**config.mk**
```make
export PLATFORM = sky130hd
export DESIGN_NAME = adder_vector_sequencer
export DESIGN_NICKNAME = d
export VERILOG_FILES = /design/src/rtl/adder_vector_sequencer.sv
export SDC_FILE = /design/constraint.sdc
export NUM_CORES = 1
export LEC_CHECK = 0
export CAP_MARGIN = 20
export CORE_ASPECT_RATIO = 1.4
export CORE_MARGIN = 3
export CORE_UTILIZATION = 53
export CTS_CLUSTER_SIZE = 28
export DETAILED_ROUTE_END_ITERATION = 6
export PLACE_DENSITY = 0.73
export SETUP_SLACK_MARGIN = 0.3
export SYNTH_ARGS = -nofsm -noshare
export SYNTH_HDL_FRONTEND = slang
export SYNTH_SLANG_ARGS = --single-unit
export TNS_END_PERCENT = 5
```
**constraint.sdc**
```tcl
create_clock -name clk -period 3.65 [get_ports clk]
set_clock_uncertainty 0.1 [all_clocks]
set_input_delay 0.5475 -clock clk [delete_from_list [all_inputs] [get_ports clk]]
set_output_delay 0.5475 -clock clk [all_outputs]
set_load 0.03 [all_outputs]
```
**src/rtl/adder_vector_sequencer.sv**
```systemverilog
// Table-driven self-checking sequencer for an 8-bit adder datapath.
// Steps through stored {A, B, expected} vectors and reports mismatch count, first failing index and a pass flag.
module adder_vector_sequencer #(
   parameter int DW     = 8,
   parameter int DEPTH  = 32,
   parameter int AW     = 5,
   parameter int SETTLE = 1
) (
   input  logic          clk,
   input  logic          rst,
   input  logic          ld_en,
   input  logic [AW-1:0] ld_addr,
   input  logic [DW-1:0] ld_a,
   input  logic [DW-1:0] ld_b,
   input  logic [DW:0]   ld_exp,
   input  logic [AW:0]   num_vec,
   input  logic          start,
   output logic [DW-1:0] add_a,
   output logic [DW-1:0] add_b,
   input  logic [DW:0]   add_y,
   output logic          busy,
   output logic          done,
   output logic          pass,
   output logic [AW:0]   err_cnt,
   output logic [AW-1:0] fail_idx,
   output logic          fail_vld
);

   typedef enum logic [2:0] {
      IDLE  = 3'd0,
      FETCH = 3'd1,
      WAIT  = 3'd2,
      CHECK = 3'd3,
      DONE  = 3'd4
   } state_t;

   localparam int         EW       = 3 * DW + 1;
   localparam logic [AW:0] depth_c = (AW + 1)'(DEPTH);
   localparam logic [3:0]  settle_c = 4'(SETTLE);

   // Entry layout: {a, b, exp}
   logic [EW-1:0] mem_r [DEPTH];

   state_t        state_r, state_nxt_s;
   logic [AW-1:0] idx_r;
   logic [AW:0]   n_r;
   logic [3:0]    cnt_r;
   logic [DW:0]   exp_r;
   logic [DW-1:0] add_a_r, add_b_r;
   logic          busy_r, done_r, pass_r, fail_vld_r;
   logic [AW:0]   err_cnt_r;
   logic [AW-1:0] fail_idx_r;

   logic          start_acc_s, wr_s, last_s, mismatch_s;
   logic [AW:0]   n_eff_s;
   logic          ld_ops_s, wait_s, chk_s, fin_s;

   assign start_acc_s = start && ((state_r == IDLE) || (state_r == DONE));
   assign n_eff_s     = (num_vec > depth_c) ? depth_c : num_vec;
   assign wr_s        = ld_en && !busy_r && ({1'b0, ld_addr} < depth_c);
   assign last_s      = ({1'b0, idx_r} == (n_r - {{AW{1'b0}}, 1'b1}));
   assign mismatch_s  = (add_y != exp_r);

   // Vector table write port; contents survive reset.
   always_ff @(posedge clk) begin
      if (wr_s) begin
         mem_r[ld_addr] <= {ld_a, ld_b, ld_exp};
      end
   end

   // FSM state register.
   always_ff @(posedge clk) begin
      if (rst) begin
         state_r <= IDLE;
      end else begin
         state_r <= state_nxt_s;
      end
   end

   // FSM next-state logic.
   always_comb begin
      state_nxt_s = state_r;
      case (state_r)
         IDLE, DONE: begin
            if (start_acc_s) begin
               state_nxt_s = (n_eff_s == {(AW + 1){1'b0}}) ? DONE : FETCH;
            end else begin
               state_nxt_s = state_r;
            end
         end
         FETCH: begin
            state_nxt_s = (settle_c == 4'd0) ? CHECK : WAIT;
         end
         WAIT: begin
            if (cnt_r <= 4'd1) begin
               state_nxt_s = CHECK;
            end else begin
               state_nxt_s = WAIT;
            end
         end
         CHECK: begin
            state_nxt_s = last_s ? DONE : FETCH;
         end
         default: begin
            state_nxt_s = IDLE;
         end
      endcase
   end

   // FSM output decode into datapath strobes.
   always_comb begin
      ld_ops_s = 1'b0;
      wait_s   = 1'b0;
      chk_s    = 1'b0;
      fin_s    = 1'b0;
      case (state_r)
         FETCH:   ld_ops_s = 1'b1;
         WAIT:    wait_s   = 1'b1;
         CHECK:   chk_s    = 1'b1;
         DONE:    fin_s    = 1'b1;
         default: ld_ops_s = 1'b0;
      endcase
   end

   // Datapath and registered status outputs.
   always_ff @(posedge clk) begin
      if (rst) begin
         add_a_r    <= {DW{1'b0}};
         add_b_r    <= {DW{1'b0}};
         exp_r      <= {(DW + 1){1'b0}};
         idx_r      <= {AW{1'b0}};
         n_r        <= {(AW + 1){1'b0}};
         cnt_r      <= 4'd0;
         busy_r     <= 1'b0;
         done_r     <= 1'b0;
         pass_r     <= 1'b0;
         err_cnt_r  <= {(AW + 1){1'b0}};
         fail_idx_r <= {AW{1'b0}};
         fail_vld_r <= 1'b0;
      end else begin
         if (start_acc_s) begin
            busy_r     <= 1'b1;
            done_r     <= 1'b0;
            pass_r     <= 1'b0;
            err_cnt_r  <= {(AW + 1){1'b0}};
            fail_idx_r <= {AW{1'b0}};
            fail_vld_r <= 1'b0;
            n_r        <= n_eff_s;
            idx_r      <= {AW{1'b0}};
         end else if (fin_s) begin
            busy_r <= 1'b0;
            done_r <= 1'b1;
            pass_r <= (err_cnt_r == {(AW + 1){1'b0}});
         end
         if (ld_ops_s) begin
            add_a_r <= mem_r[idx_r][EW-1 -: DW];
            add_b_r <= mem_r[idx_r][2*DW -: DW];
            exp_r   <= mem_r[idx_r][DW:0];
            cnt_r   <= settle_c;
         end
         if (wait_s) begin
            cnt_r <= cnt_r - 4'd1;
         end
         if (chk_s) begin
            if (mismatch_s) begin
               err_cnt_r <= err_cnt_r + {{AW{1'b0}}, 1'b1};
               if (!fail_vld_r) begin
                  fail_idx_r <= idx_r;
                  fail_vld_r <= 1'b1;
               end
            end
            if (!last_s) begin
               idx_r <= idx_r + {{(AW - 1){1'b0}}, 1'b1};
            end
         end
      end
   end

   assign add_a    = add_a_r;
   assign add_b    = add_b_r;
   assign busy     = busy_r;
   assign done     = done_r;
   assign pass     = pass_r;
   assign err_cnt  = err_cnt_r;
   assign fail_idx = fail_idx_r;
   assign fail_vld = fail_vld_r;

endmodule

```
# Word level (Yosys, flattened, before mapping)
# Memory sizes are Yosys's and may differ from the RTL's. A register that Yosys moved wholly into a read port is not among the register bits.
# Cells that the tools add are included.
[totals]
reg_bits = 33
ramBits = 800
in_bits = 49
n_memories = 1
[memory_table]
columns = ["memory", "depth", "word_bits", "rd", "rd_ports_with_merged_regs", "wr", "line", "source"]
rows = [
  ["mem_r", 32, 25, 1, 1, 1, "42", "logic [EW-1:0] mem_r [DEPTH];"],
]
[op_classes]
n_addsub = 4
n_lt_le_gt_ge = 2
eq_ne = 7
n_mux = 30
n_reduce_logical = 11
[op_table]
columns = ["operator", "n"]
rows = [
  ["5-bit two-way mux", 7],
  ["6-bit two-way mux", 4],
  ["1-bit two-way mux", 13],
  ["6-bit logical NOT", 2],
  ["3-bit case mux with 4 select lines", 1],
  ["3-bit two-way mux", 3],
  ["9-bit != test", 1],
  ["4-bit two-way mux", 2],
  ["6-bit by 1-bit adder with 6-bit output, second input constant", 1],
  ["3-bit by 2-bit == test with 1-bit output, second input constant", 2],
  ["5-bit by 6-bit == test with 1-bit output", 1],
  ["6-bit > comparator, second input constant", 1],
  ["6-bit by 1-bit subtractor with 6-bit output, second input constant", 1],
  ["5-bit by 1-bit adder with 5-bit output, second input constant", 1],
  ["4-bit by 1-bit less-or-equal comparator with 1-bit output, second input constant", 1],
  ["2-bit nonzero test", 2],
  ["2-bit OR reduction", 2],
  ["4-bit by 1-bit subtractor with 4-bit output, second input constant", 1],
  ["3-bit by 1-bit == test with 1-bit output, second input constant", 1],
  ["3-bit == test, second input constant", 1],
  ["3-bit logical NOT", 1],
  ["1-bit logical AND", 2],
  ["2-bit != test, second input constant", 1],
  ["1-bit logical NOT", 1],
  ["1-bit logical OR", 1],
]

# Longest topological paths before layout
[logic_depth]
ltp_word = 7
mapped_depth = 9
depth_no_buf = 8

# Worst setup path before layout
# Ideal clock, no wire load.
[synth_path]
path_type = "input port to flip-flop"
from = "input ld_en"
to = "memory mem_r[26][0] (netlist bit) (enable)"
setup_time_ps = 407
arrival_time_ps = 2313
required_time_ps = 3143
setup_slack_ps = 831
path_stages = 4
path_cell_list = "nand2b_1 or3b_2 clkbuf_1 nor2_1"
[synth_between]
elab_chain_len = 3
[synth_lines]
columns = ["element", "line", "source"]
rows = [
  ["start, declared", "11", "input logic ld_en,"],
  ["1-bit logical AND", "60", "assign wr_s = ld_en && !busy_r && ({1'b0, ld_addr} < depth_c);"],
  ["1-bit two-way mux", "66", "if (wr_s) begin"],
  ["1-bit two-way mux (not written as such)", "67", "mem_r[ld_addr] <= {ld_a, ld_b, ld_exp};"],
  ["end, declared", "42", ""],
]
# Every way passes these cells.

# Final worst setup path
[layout_path]
from = "register idx_r[2]"
to = "register idx_r[4]"
[layout_between]
elab_chain_len = 3
elab_cells_between_ends = 4
[layout_lines]
columns = ["element", "line", "source"]
rows = [
  ["start, declared", "45", "logic [AW-1:0] idx_r;"],
  ["start signal, assigned", "131", "idx_r <= {AW{1'b0}};"],
  ["start signal, assigned", "149", "idx_r <= {AW{1'b0}};"],
  ["start signal, assigned", "173", "idx_r <= idx_r + {{(AW - 1){1'b0}}, 1'b1};"],
  ["5-bit by 1-bit adder with 5-bit output / 5-bit by 6-bit == test with 1-bit output (equally long branches)", "173, 61", ""],
  ["5-bit two-way mux (*)", "172", "if (!last_s) begin"],
  ["5-bit two-way mux (*)", "164", "if (chk_s) begin"],
]
# Mark *: on every way between the ends. The rest lies on a longest branch, timed or not.
# A chain may end at the register's enable or synchronous reset.

==> impl_metrics.tcl <==
set metrics [dict create \
    status "finished clean" \
    final_cells 2661 \
    hold_viol_final 0 \
    period_minus_slack_ns 2.87 \
    tns_ns 0 \
    fmax_mhz 348 \
    clock_sinks 858 \
    maxSlewViolCount 0 \
    numCtsBuffers 76 \
    yosysWarnings 0 \
    core_area_mm2 0.0612 \
    max_slew.worst_pin.slew_ns 0.980 \
    path_class "reg -> reg" \
    ys_ff_latch 858 \
    grt_antenna_before_repair 1 \
    ir_worst_vdd_v 0.000345 \
    initialDrtViolationCount 1696 \
    synth_ff_type "edfxtp_1" \
    layout_common_cells "edfxtp_1 (800), mux4_2 (189), clkbuf_16 (79), clkdlybuf4s50_1 (79), buf_4 (77)" \
    cts-root-buf "clkbuf_16" \
    crit_slowest_cell "dfxtp_4" \
    crit_family "compound AO/OA/AOI/OAI gates" \
    grt_max_degree 57 \
    powerDensity_mw_per_mm2 553 \
    synthArstFlopShare 0 \
    ios 80 \
    synth_enable_flop_cells 800 \
    dp.cells 2527 \
    multiInputGateArea_mm2 0.00757 \
    grt_overflow 0 \
    start_kind "flip-flop" \
    syn-cell-area_mm2 0.0329 \
    gp_congestion 0.845 \
    grt_pass1_wl_mm 108 \
    relSlewSlack 0.346 \
    vias 16273 \
    grt_usage 0.225 \
    finalSetupViolCount 0 \
    fp.dieH_um 301 \
    die_w_um 217 \
    drc_errors 0 \
    crit_required_ns 4.04 \
    port_buffers 79 \
    post_cts_resized 0 \
    ant_nets 0 \
    syn_inst 1632 \
    drive_above_1_share 0.242 \
    place_area_mm2 0.0354 \
    ff_latch_area_mm2 0.0252 \
    critPathMaxFanout 55 \
    path_cells "nor2_1, nand2b_1, a2111oi_1, a21oi_1, nand3_1, a31oi_1" \
    drtPass1Iterations 5 \
    leakagePower_uw 0.0117 \
    cts-htree-levels 3 \
    cp_num_buf_inv 0 \
    post_synth_num_cell_types 48 \
    final_common_cell "edfxtp_1" \
    via_per_inst 6.12 \
    seq_area_frac_synth 0.765 \
    fp-row-count 107 \
    min_path_type "reg -> reg" \
    dieArea_mm2 0.0652 \
    drt-total-wl_mm 71.9 \
    grt_pass1_vias 17040 \
    post_cts_buffers 0 \
    cp.arrival_ns 3.26 \
    cts-hold-fix-buffers 0 \
    start_util 0.538 \
    rsz0062_at_grt "no" \
    rrSetupSlack_ns 0.78 \
    synth_nets 1687 \
    clk_latency_ns 0.61 \
    nNetsFinal 1843 \
    crit_path_end_kind "flip-flop" \
    cts_tree "yes" \
    slowest_delay_ns 0.84 \
    final_cell_area_mm2 0.0380 \
    wl_per_cell_um 27.0 \
    area_growth_pct 15.5 \
    dp_hpwl_mm 44.6 \
    clk_pin_slew_ns 0.06 \
    max-cap-violations 0 \
    syn_area_per_cell_um2 20.2 \
    period_share 0.787 \
    cts_buffer_depth 3 \
    antenna_cells 0 \
    final_util 0.622 \
    nFillCells 4101 \
    p_total_uw 21000 \
]
==> per-layer routing <==
layer,vias up,track usage,wire length [µm]
met5,-,0,0
met4,0,0.0924,2640
met3,122,0.0319,4670
met2,661,0.385,37200
met1,8484,0.295,27400
li1,7006,-,-
==> state kept, by name, indices dropped and copies added (netlist names), 3 cells and up <==
name	count
err_cnt	6
cnt_r	4
idx_r	5
mem_r	800
exp_r	9
n_r	6
add_b	8
fail_idx	5
add_a	8
state_r	3
==> worst reg2reg max path, cell delays in order (launching register included) <==
cell and delay [ns]:
dfxtp_4 0.84, nor2_1 0.24, nand2b_1 0.19, a2111oi_1 0.81, a21oi_1 0.31, nand3_1 0.18, a31oi_1 0.08
==> through the flow <==
step,worst slack (ns),hold WS [ns]
after floorplan,0.831,0.330
after global placement,0.567,0.340
after detailed placement,0.549,0.349
after CTS,0.770,0.365
after global routing,0.655,0.384
final,0.777,0.355
==> cell type report <==
class	instances	share of cell area
Clock buffer	94	0.0548
Clock inverter	40	0.0137
Inverter	9	0.000888
Multi-Input combinational cell	675	0.199
Sequential cell	858	0.663
Tap cell	817	0.0269
Timing Repair Buffer	168	0.0423
==> power breakdown <==
part           internal, µW  switching (µW)
registers             10900             174
clock network          4910            3400
logic                   709             919
total                 16500            4490
==> cell usage after synthesis (all sizes together) (4+ instances only) <==
| master | n | area share |
|---|---|---|
| edfxtp | 800 | 0.73 |
| mux4 | 189 | 0.13 |
| nor2 | 93 | 0.011 |
| o21ai | 72 | 0.011 |
| mux2i | 61 | 0.019 |
| dfxtp | 58 | 0.035 |
| clkbuf | 50 | 0.0057 |
| buf | 40 | 0.0065 |
| nand2 | 39 | 0.0044 |
| a21oi | 24 | 0.0036 |
| a22oi | 24 | 0.0055 |
| nand3 | 17 | 0.0026 |
| a211oi | 15 | 0.0034 |
| a21o | 14 | 0.0034 |
| a31oi | 14 | 0.0027 |
| xor2 | 14 | 0.0037 |
| a221oi | 12 | 0.0032 |
| a211o | 11 | 0.0029 |
| inv | 9 | 0.0010 |
| nand2b | 8 | 0.0015 |
| nor3 | 7 | 0.0011 |
| or3 | 7 | 0.0015 |
| ha | 6 | 0.0023 |
| nand3b | 6 | 0.0014 |
| nor3b | 5 | 0.0011 |
| nand4 | 4 | 0.00076 |
| xnor2 | 4 | 0.0011 |
==> kinds of logic (layout without fill, tap and decap cells) <==
logic type	after synthesis	count (layout)	share of synthesized area
flip-flops	858	858	0.765
multiplexers	251	251	0.148
AND/OR/NAND/NOR	206	206	0.0294
AO/OA/AOI/OAI	194	194	0.0377
buffers and inverters	99	311	0.0132
XOR/XNOR	18	18	0.00479
adder cells (fa/ha/maj)	6	6	0.00228
==> final timing paths <==
kind                 start  endpoint  cells past startpoint
hold / removal    add_a[6]  add_a[6]                      1
hold reg to reg   add_a[6]  add_a[6]                      1
setup reg to reg  idx_r[2]  idx_r[4]                      6
setup / recovery  idx_r[2]  idx_r[4]                      6
Power figures use the tool's default switching activity.
